## src/rtl/ifu_defines.sv

```systemverilog
// ifu_defines: fetch-unit widths, FSM state encoding and the instruction buffer entry layout.
package ifu_defines;
    localparam int IFU_W = 32;
    typedef enum logic [1:0] {ST_REQ, ST_WAIT, ST_DROP, ST_HALT} ifu_state_e;
    typedef struct packed {
        logic [IFU_W-1:0] pc;
        logic [IFU_W-1:0] inst;
        logic             fault;
    } ifu_entry_t;
    localparam int IFU_ENTRY_W = $bits(ifu_entry_t);
endpackage

```

## src/rtl/inst_defines.sv

```systemverilog
// inst_defines: RISC-V instruction encodings the fetch unit needs to recognise or synthesise.
package inst_defines;
    localparam logic [6:0]  OPCODE_JAL = 7'b1101111;
    localparam logic [31:0] INST_NOP   = 32'h0000_0013;
endpackage

```

## src/rtl/ifu_fifo.sv

```systemverilog
// ifu_fifo: power-of-two instruction buffer with push/pop/flush; head reads zero when empty.
module ifu_fifo #(
    parameter int DEPTH = 2,
    parameter int W     = 65
) (
    input  logic                     clock,
    input  logic                     reset,
    input  logic                     push,
    input  logic                     pop,
    input  logic                     flush,
    input  logic [W-1:0]             din,
    output logic [W-1:0]             dout,
    output logic [$clog2(DEPTH):0]   count
);
    localparam int AW = $clog2(DEPTH);
    logic [W-1:0]  mem_q [DEPTH];
    logic [AW-1:0] rd_q, wr_q;
    logic [AW:0]   count_q;
    logic          do_push, do_pop;
    assign do_push = push && (count_q != (AW+1)'(DEPTH));
    assign do_pop  = pop && (count_q != '0);
    always_ff @(posedge clock) begin
        if (reset || flush) begin
            rd_q    <= '0;
            wr_q    <= '0;
            count_q <= '0;
        end else begin
            if (do_push) begin
                mem_q[wr_q] <= din;
                wr_q        <= wr_q + 1'b1;
            end
            if (do_pop) rd_q <= rd_q + 1'b1;
            count_q <= count_q + (AW+1)'(do_push) - (AW+1)'(do_pop);
        end
    end
    assign dout  = (count_q != '0) ? mem_q[rd_q] : '0;
    assign count = count_q;
endmodule

```

## src/rtl/ifu.sv

```systemverilog
// ifu: single-outstanding instruction fetch unit feeding a registered instruction buffer.
// Define IFU_PREDECODE_EN to follow JAL targets at fetch time instead of pc+4.
module ifu
    import ifu_defines::*;
    import inst_defines::*;
#(
    parameter logic [31:0] RESET_PC = 32'h8000_0000,
    parameter int          DEPTH    = 2
) (
    input  logic        clock,
    input  logic        reset,
    output logic        mem_req_valid,
    input  logic        mem_req_ready,
    output logic [31:0] mem_req_addr,
    input  logic        mem_rsp_valid,
    input  logic [31:0] mem_rsp_data,
    input  logic        mem_rsp_err,
    output logic        inst_valid,
    input  logic        inst_ready,
    output logic [31:0] inst,
    output logic [31:0] inst_pc,
    output logic        inst_fault,
    input  logic        redirect_valid,
    input  logic [31:0] redirect_pc
);
    localparam int CW = $clog2(DEPTH) + 1;
    ifu_state_e       state_q, state_d;
    logic [IFU_W-1:0] pc_q, pc_d, seq_pc;
    logic             hs, push, pop;
    logic [CW-1:0]    count;
    ifu_entry_t       head, entry;

    assign hs            = mem_req_valid && mem_req_ready;
    assign push          = (state_q == ST_WAIT) && mem_rsp_valid && !redirect_valid;
    assign pop           = inst_valid && inst_ready;
    // REQ state implies nothing outstanding, so only buffer occupancy limits issue
    assign mem_req_valid = !reset && (state_q == ST_REQ) && (count < CW'(DEPTH));
    assign mem_req_addr  = pc_q & ~32'h3;
    assign entry         = '{pc: mem_req_addr, inst: mem_rsp_err ? INST_NOP : mem_rsp_data, fault: mem_rsp_err};

`ifdef IFU_PREDECODE_EN
    logic [IFU_W-1:0] jimm;
    assign jimm   = {{12{mem_rsp_data[31]}}, mem_rsp_data[19:12], mem_rsp_data[20], mem_rsp_data[30:21], 1'b0};
    assign seq_pc = (!mem_rsp_err && mem_rsp_data[6:0] == OPCODE_JAL) ? pc_q + jimm : pc_q + 32'd4;
`else
    assign seq_pc = pc_q + 32'd4;
`endif

    always_comb begin
        state_d = state_q;
        pc_d    = redirect_valid ? (redirect_pc & ~32'h3) : push ? seq_pc : pc_q;
        unique case (state_q)
            ST_REQ:  state_d = hs ? (redirect_valid ? ST_DROP : ST_WAIT) : ST_REQ;
            ST_WAIT: state_d = !mem_rsp_valid ? (redirect_valid ? ST_DROP : ST_WAIT)
                                              : (!redirect_valid && mem_rsp_err ? ST_HALT : ST_REQ);
            ST_DROP: state_d = mem_rsp_valid ? ST_REQ : ST_DROP;
            ST_HALT: state_d = redirect_valid ? ST_REQ : ST_HALT;
            default: state_d = ST_REQ;
        endcase
    end

    always_ff @(posedge clock) begin
        if (reset) begin
            state_q <= ST_REQ;
            pc_q    <= RESET_PC & ~32'h3;
        end else begin
            state_q <= state_d;
            pc_q    <= pc_d;
        end
    end

    ifu_fifo #(.DEPTH(DEPTH), .W(IFU_ENTRY_W)) u_fifo (
        .clock (clock),
        .reset (reset),
        .push  (push),
        .pop   (pop),
        .flush (redirect_valid),
        .din   (entry),
        .dout  (head),
        .count (count)
    );

    assign inst_valid = !reset && (count != '0);
    assign inst       = reset ? '0 : head.inst;
    assign inst_pc    = reset ? '0 : head.pc;
    assign inst_fault = !reset && head.fault;
endmodule

```

## config.mk

```make
export PLATFORM = sky130hd
export DESIGN_NAME = ifu
export DESIGN_NICKNAME = d
export VERILOG_FILES = /design/src/rtl/ifu_defines.sv /design/src/rtl/inst_defines.sv /design/src/rtl/ifu_fifo.sv /design/src/rtl/ifu.sv
export SDC_FILE = /design/constraint.sdc
export NUM_CORES = 1
export LEC_CHECK = 0
export ABC_AREA = 0
export BUFFER_PORTS_ARGS = -buffer_cell sky130_fd_sc_hd__buf_2
export CORE_ASPECT_RATIO = 0.7
export CORE_MARGIN = 8
export CORE_UTILIZATION = 24
export DETAILED_ROUTE_END_ITERATION = 8
export GPL_TIMING_DRIVEN = 0
export PLACE_DENSITY = 0.53
export SLEW_MARGIN = 20
export SYNTH_ARGS = -nofsm -noshare
export SYNTH_HDL_FRONTEND = slang
export SYNTH_HIERARCHICAL = 1
export SYNTH_SLANG_ARGS = --single-unit
```

## constraint.sdc

```tcl
create_clock -name clock -period 15.5 [get_ports clock]
set_input_delay 4.65 -clock clock [delete_from_list [all_inputs] [get_ports clock]]
set_output_delay 4.65 -clock clock [all_outputs]
set_load 0.1 [all_outputs]
```

# Word level (Yosys, flattened, before mapping)
# Memories as Yosys holds them, arrays and structs flattened. A register that Yosys moved wholly into a read port is not among the register bits.
# Index checks and enable logic that the tools add are counted.
# word_totals
input_bits	71
wordCells	53
ff_bits	38
mem_count	1
ram_bits	126
# memory_table
name	words	width	read_ports	rd_clocked_by_memory_dff	write_ports	line_no	rtl
u_fifo.mem_q	2	63	1	1	1	ifu_fifo.sv:16	logic [W-1:0] mem_q [DEPTH];
# op_classes
magnitude_cmp	1
n_addsub	5
reduce_logical	18
eq_ne	4
muxes	18
# ops
cell	count
2-to-1 mux 32 bit	5
2-to-1 mux 65 bit	1
adder 32 x 3 -> 32 bit (second input constant)	1
2-to-1 mux 2 bit	6
logical AND 1 bit	11
one-hot mux 2 bit (4 select lines)	1
2-to-1 mux 1 bit	5
== test 2 bit (second input constant)	2
nonzero test 2 bit	2
adder 1 bit (second input constant)	2
adder 2 x 1 -> 2 bit	1
== test 2 x 1 -> 1 bit (second input constant)	1
logical NOT 1 bit	2
logical NOT 2 bit	1
less-than comparator 2 bit (second input constant)	1
!= test 2 bit (second input constant)	1
OR reduction 2 bit	1
subtractor 2 x 1 -> 2 bit	1
logical OR 1 bit	1

# Depth between registers and ports, before layout
# depth
depth_word	7
mapped_depth	12
ltp_nobuf	11

# Hierarchy
# The synthesis kept the hierarchy.
# modules_own_cells
mod	area_per_inst_um2	cells_per_inst	n_inst
ifu_fifo	5188.7	300	1
ifu	2897.8	397	1

# Least setup slack after synthesis
# No wires, ideal clock.
# synth_timing
path_kind	input -> register
from	in redirect_valid
to	mem u_fifo/mem_q[1][0] in the netlist's numbering (enable)
arrival_ns	11.950
stages	5
setup_slack_ns	2.880
path_buffers	2
cell_sequence	clkbuf_1 > clkbuf_1 > nor2_1 > o21ai_2 > nor4b_1
# synth_between
elab_chain_cells	6
elab_cells_between_ends	7
cone_classes	mux: 3; reduce/logical: 4
# synth_lines
item	line_no	rtl
from (decl)	ifu.sv:23	input logic redirect_valid,
logical NOT 1 bit	ifu.sv:34	assign push = (state_q == ST_WAIT) && mem_rsp_valid && !redirect_valid;
logical AND 1 bit	ifu.sv:34	
via push	ifu.sv:29	logic hs, push, pop;
logical AND 1 bit	ifu_fifo.sv:20	assign do_push = push && (count_q != (AW+1)'(DEPTH));
2-to-1 mux 1 bit	ifu_fifo.sv:28	if (do_push) begin
2-to-1 mux 1 bit	ifu_fifo.sv:23	if (reset || flush) begin
2-to-1 mux 1 bit (implied by the code)	ifu_fifo.sv:29	mem_q[wr_q] <= din;
to (decl)	ifu_fifo.sv:16	
# The timed path passes the listed nets, and every way through them passes these cells.

# Final worst setup path
# layout_timing
from	in reset
to	out inst[30]
# layout_between
elab_chain_cells	1
# layout_lines
item	line_no	rtl
from (decl)	ifu.sv:11	input logic reset,
2-to-1 mux 32 bit	ifu.sv:84	assign inst = reset ? '0 : head.inst;
to (decl)	ifu.sv:20	output logic [31:0] inst,
# Every way passes these cells.

==> flow_summary_export.csv <==
group,metric,value,unit
clock_network,hold_buffers,0,
drt,number_of_search_and_repair_iterations_in_the_first_detailed_routing_pass,5,
sta,relSlewSlack,42.0,%
floorplanning,start_util,24.2,%
sta,hold_fails_final_rpt,0,
sta,timing.final.setup_violations,0,
drt,drt_iter0_drc,485,
finish,design.final.nets,977,
critical_path,cp_data_arrival_time,6960,ps
global_routing,leftover_overflow_at_the_end_of_global_routing,0,
flow_run,max_cap_viols,0,
yosys,yosys.area_share.xor_xnor,1.19,%
clock_network,clk_path_buf_depth,2,
yosys,synth.distinct_cells,58,
floorplanning,core.rowCount,56,
yosys,synth_top_family_by_area,"simple AND/OR/NAND/NOR gates",
yosys,ys.flop_type,"sky130_fd_sc_hd__edfxtp_1",
yosys,synth_top_area_share,48.3,%
drt,drcViolationCount,0,
floorplanning,boundaryPins,170,
critical_path,timing_worst_setup_path_type,"input pin to output port",
yosys,mux_cell_area_share_after_synthesis,8.29,%
critical_path,worstPathRequired,10850,ps
drt,vias,6073,
yosys,avgSynthCellArea,11.6,um2
yosys,synthesis.area,0.00809,mm2
sta,setup_tns_after_final_layout,0,ps
clock_network,clk_root_buffer_cell,"sky130_fd_sc_hd__clkbuf_16",
sta,max_clock_freq,86.1,MHz
place,finalWeightedCongestion,0.858,
global_routing,grt_util_met1,17.5,%
yosys,yosys.area.top_type,"sky130_fd_sc_hd__edfxtp_1",
global_routing,use_met3,3.63,%
finish,drive_gt1_share,29.6,%
drt,wirelength,24.9,mm
yosys,ffs_w_async_s_r_synth,0,%
power,power.static_leakage,3.76,nW
yosys,synth_compound_area_share,5.60,%
clock_network,insertion_delay,430,ps
yosys,post_synth_adder_cell_area,0.464,%
power,cellPowerDensity,98.1,mW/mm2
global_routing,maximum_number_of_pins_on_one_net_before_global_route_repair,18,
yosys,synth.ff_latch_count,167,
place,post-dp-hpwl,19.1,mm
floorplanning,design.die.area,0.0399,mm2
clock_network,cts_resized,0,
clock_network,tritoncts,"built",
yosys,synth.yosys.warnings,6,
sta,timing.final.max_slew_violations,0,
power,power.ir.vdd_worst,62.0,uV
global_routing,use_met2,18.3,%
run_status,outcome,"completed",
yosys,netlist_top_cells_area,"sky130_fd_sc_hd__edfxtp_1 48%, sky130_fd_sc_hd__dfxtp_1 9.2%, sky130_fd_sc_hd__mux2i_1 8.3%, sky130_fd_sc_hd__nor2b_1 7.6%, sky130_fd_sc_hd__nor2_1 4.5%",
clock_network,clock_tree.htree_level_count,4,
critical_path,crit_fanout,10,
critical_path,crit_path_start_kind,"input pin",
yosys,seq_area_frac_synth,57.4,%
global_routing,first_pass_grt_wire_length,37.6,mm
floorplanning,core_ar,0.0334,mm2
drt,routed_wire_length_per_instance,18.4,um
clock_network,postCtsSetupBuffers,0,
sta,layout_worst_path_cycle_share,74.9,%
place,placement.io_buffers,165,
global_routing,grt_pass1_vias,6132,
sta,timing_worst_slew_pin_value,867,ps
clock_network,cts_num_sinks,167,
sta,hold-worst-slack,481,ps
drt,route.detailed.vias_per_inst,4.49,
yosys,synth_edf_count,130,
global_routing,track_usage,12.5,%
min_path,hold_path_class,"register to register",
floorplanning,floorplan.die.height,170,um
global_routing,grt_antenna_before_repair,1,
yosys,post_synth_inst_count,697,
yosys,synth_simple_gate_area_share,20.3,%
drt,drtAntennaViolNets,0,
sta,final.min_clock_period,11610,ps
power,p_total,1.00,mW
global_routing,top_usage_layer,"met2",
sta,setup_repair_after_global_routing_missed_its_margin,"no",
finish,area.growth.synth_to_final,26.3,%
sta,skew,10.4,ps
clock_network,cts_inserted_buffers,17,
floorplanning,die_width,235,um
critical_path,end_kind,"output port",
clock_network,clk_pin_slew_worst_paths,70,ps
==> placed cells by master (no fill, tap or decap), types with 5 or more instances in the layout <==
cell type	n
sky130_fd_sc_hd__buf_2	180
sky130_fd_sc_hd__edfxtp_1	130
sky130_fd_sc_hd__nor2b_1	98
sky130_fd_sc_hd__nor2_1	95
sky130_fd_sc_hd__mux2i_1	67
sky130_fd_sc_hd__buf_4	38
sky130_fd_sc_hd__dfxtp_1	37
sky130_fd_sc_hd__clkbuf_1	27
sky130_fd_sc_hd__nand2_1	19
sky130_fd_sc_hd__clkbuf_16	17
sky130_fd_sc_hd__nor3_1	15
sky130_fd_sc_hd__inv_1	11
sky130_fd_sc_hd__nand4_1	10
sky130_fd_sc_hd__nand3_1	10
sky130_fd_sc_hd__nor4_1	9
sky130_fd_sc_hd__a211oi_1	9
sky130_fd_sc_hd__or4_1	9
sky130_fd_sc_hd__a311oi_1	9
sky130_fd_sc_hd__xnor2_1	7
sky130_fd_sc_hd__or3_1	7
sky130_fd_sc_hd__o31ai_1	6
sky130_fd_sc_hd__and3_1	6
sky130_fd_sc_hd__o21ai_0	6
sky130_fd_sc_hd__conb_1	6
sky130_fd_sc_hd__or2_2	5
sky130_fd_sc_hd__and4_1	5
sky130_fd_sc_hd__a2111oi_0	5
sky130_fd_sc_hd__a21oi_1	5
sky130_fd_sc_hd__buf_12	5
==> critical path, cell delays in order <==
cell and delay, ps:
sky130_fd_sc_hd__buf_2 180, sky130_fd_sc_hd__clkbuf_1 330, sky130_fd_sc_hd__clkbuf_1 640, sky130_fd_sc_hd__clkbuf_1 610, sky130_fd_sc_hd__nor2b_1 190, sky130_fd_sc_hd__buf_2 340
==> area by class of cell <==
type	instances	area, um2
Multi-Input combinational cell	450	2930
Fill cell	3446	23100
Timing Repair Buffer	182	1010
Inverter	12	45.0
Antenna cell	3	7.51
Buffer	73	495
Tap cell	435	544
Clock buffer	19	433
Sequential cell	167	4640
Clock inverter	13	96.3
==> layer usage <==
metal	part of all wire, %	routed length [um]	vias up
li1	-	-	2906
met1	50	12500	2957
met2	42	10600	188
met3	6.0	1490	22
met4	1.7	413	0
met5	0	0	-
==> cell usage after synthesis (5+ instances only) <==
cell / n
sky130_fd_sc_hd__nor2_1: 96
sky130_fd_sc_hd__nand3_1: 10
sky130_fd_sc_hd__a211oi_1: 9
sky130_fd_sc_hd__or2_2: 5
sky130_fd_sc_hd__o31ai_1: 6
sky130_fd_sc_hd__and4_1: 5
sky130_fd_sc_hd__xnor2_1: 7
sky130_fd_sc_hd__a21oi_1: 5
sky130_fd_sc_hd__buf_4: 33
sky130_fd_sc_hd__nor4_1: 9
sky130_fd_sc_hd__inv_1: 11
sky130_fd_sc_hd__a311oi_1: 9
sky130_fd_sc_hd__or4_1: 9
sky130_fd_sc_hd__nand2_1: 19
sky130_fd_sc_hd__buf_2: 7
sky130_fd_sc_hd__edfxtp_1: 130
sky130_fd_sc_hd__nor2b_1: 98
sky130_fd_sc_hd__a2111oi_0: 5
sky130_fd_sc_hd__clkbuf_1: 25
sky130_fd_sc_hd__mux2i_1: 67
sky130_fd_sc_hd__o21ai_0: 6
sky130_fd_sc_hd__dfxtp_1: 37
sky130_fd_sc_hd__nand4_1: 10
sky130_fd_sc_hd__and3_1: 6
sky130_fd_sc_hd__buf_12: 5
sky130_fd_sc_hd__or3_1: 7
sky130_fd_sc_hd__nor3_1: 15
==> flip-flops by register name (all words and copies together), names as in the netlist, named ones only <==
register      count
u_fifo/rd_q       1
state_q           2
u_fifo/mem_q    130
pc_q             30
u_fifo/wr_q       1
u_fifo/count      2
==> metrics by stage <==
stage / utilization, % / setup WS, ps / cells / instance area, um2
global placement: 28.4 / -3470 / 1302 / 9480
detailed placement: 29.0 / 3850 / 1319 / 9680
global route: 30.6 / 3760 / 1351 / 10200
CTS: 30.6 / 3840 / 1351 / 10200
floorplan: - / 2880 / 702 / 8110
finish: 30.6 / 3890 / 1354 / 10200
==> kinds of logic (layout without fill, tap and decap cells) <==
group / Yosys count / after routing
other cells: 1 / 9
fa+ha+maj: 3 / 3
mux: 67 / 67
flops: 167 / 167
simple gates: 304 / 304
compound gates: 59 / 59
buf+inv: 85 / 299
xor+xnor: 11 / 11
==> path summary, 6_finish.rpt <==
path,startpoint,cells past startpoint,slack [ps],end
worst max-delay path,reset,6,3890,inst[30]
worst max register to register,state_q[0],10,12090,u_fifo/mem_q[1][47]
worst min-delay path,u_fifo/wr_q,2,480,u_fifo/wr_q
worst min register to register,u_fifo/wr_q,2,480,u_fifo/wr_q
==> where the power goes <==
part / switching, mW / internal, mW
clock network: 0.187 / 0.207
logic: 0.0768 / 0.0282
registers: 0.0135 / 0.489
(Power assumes the default switching activity.)
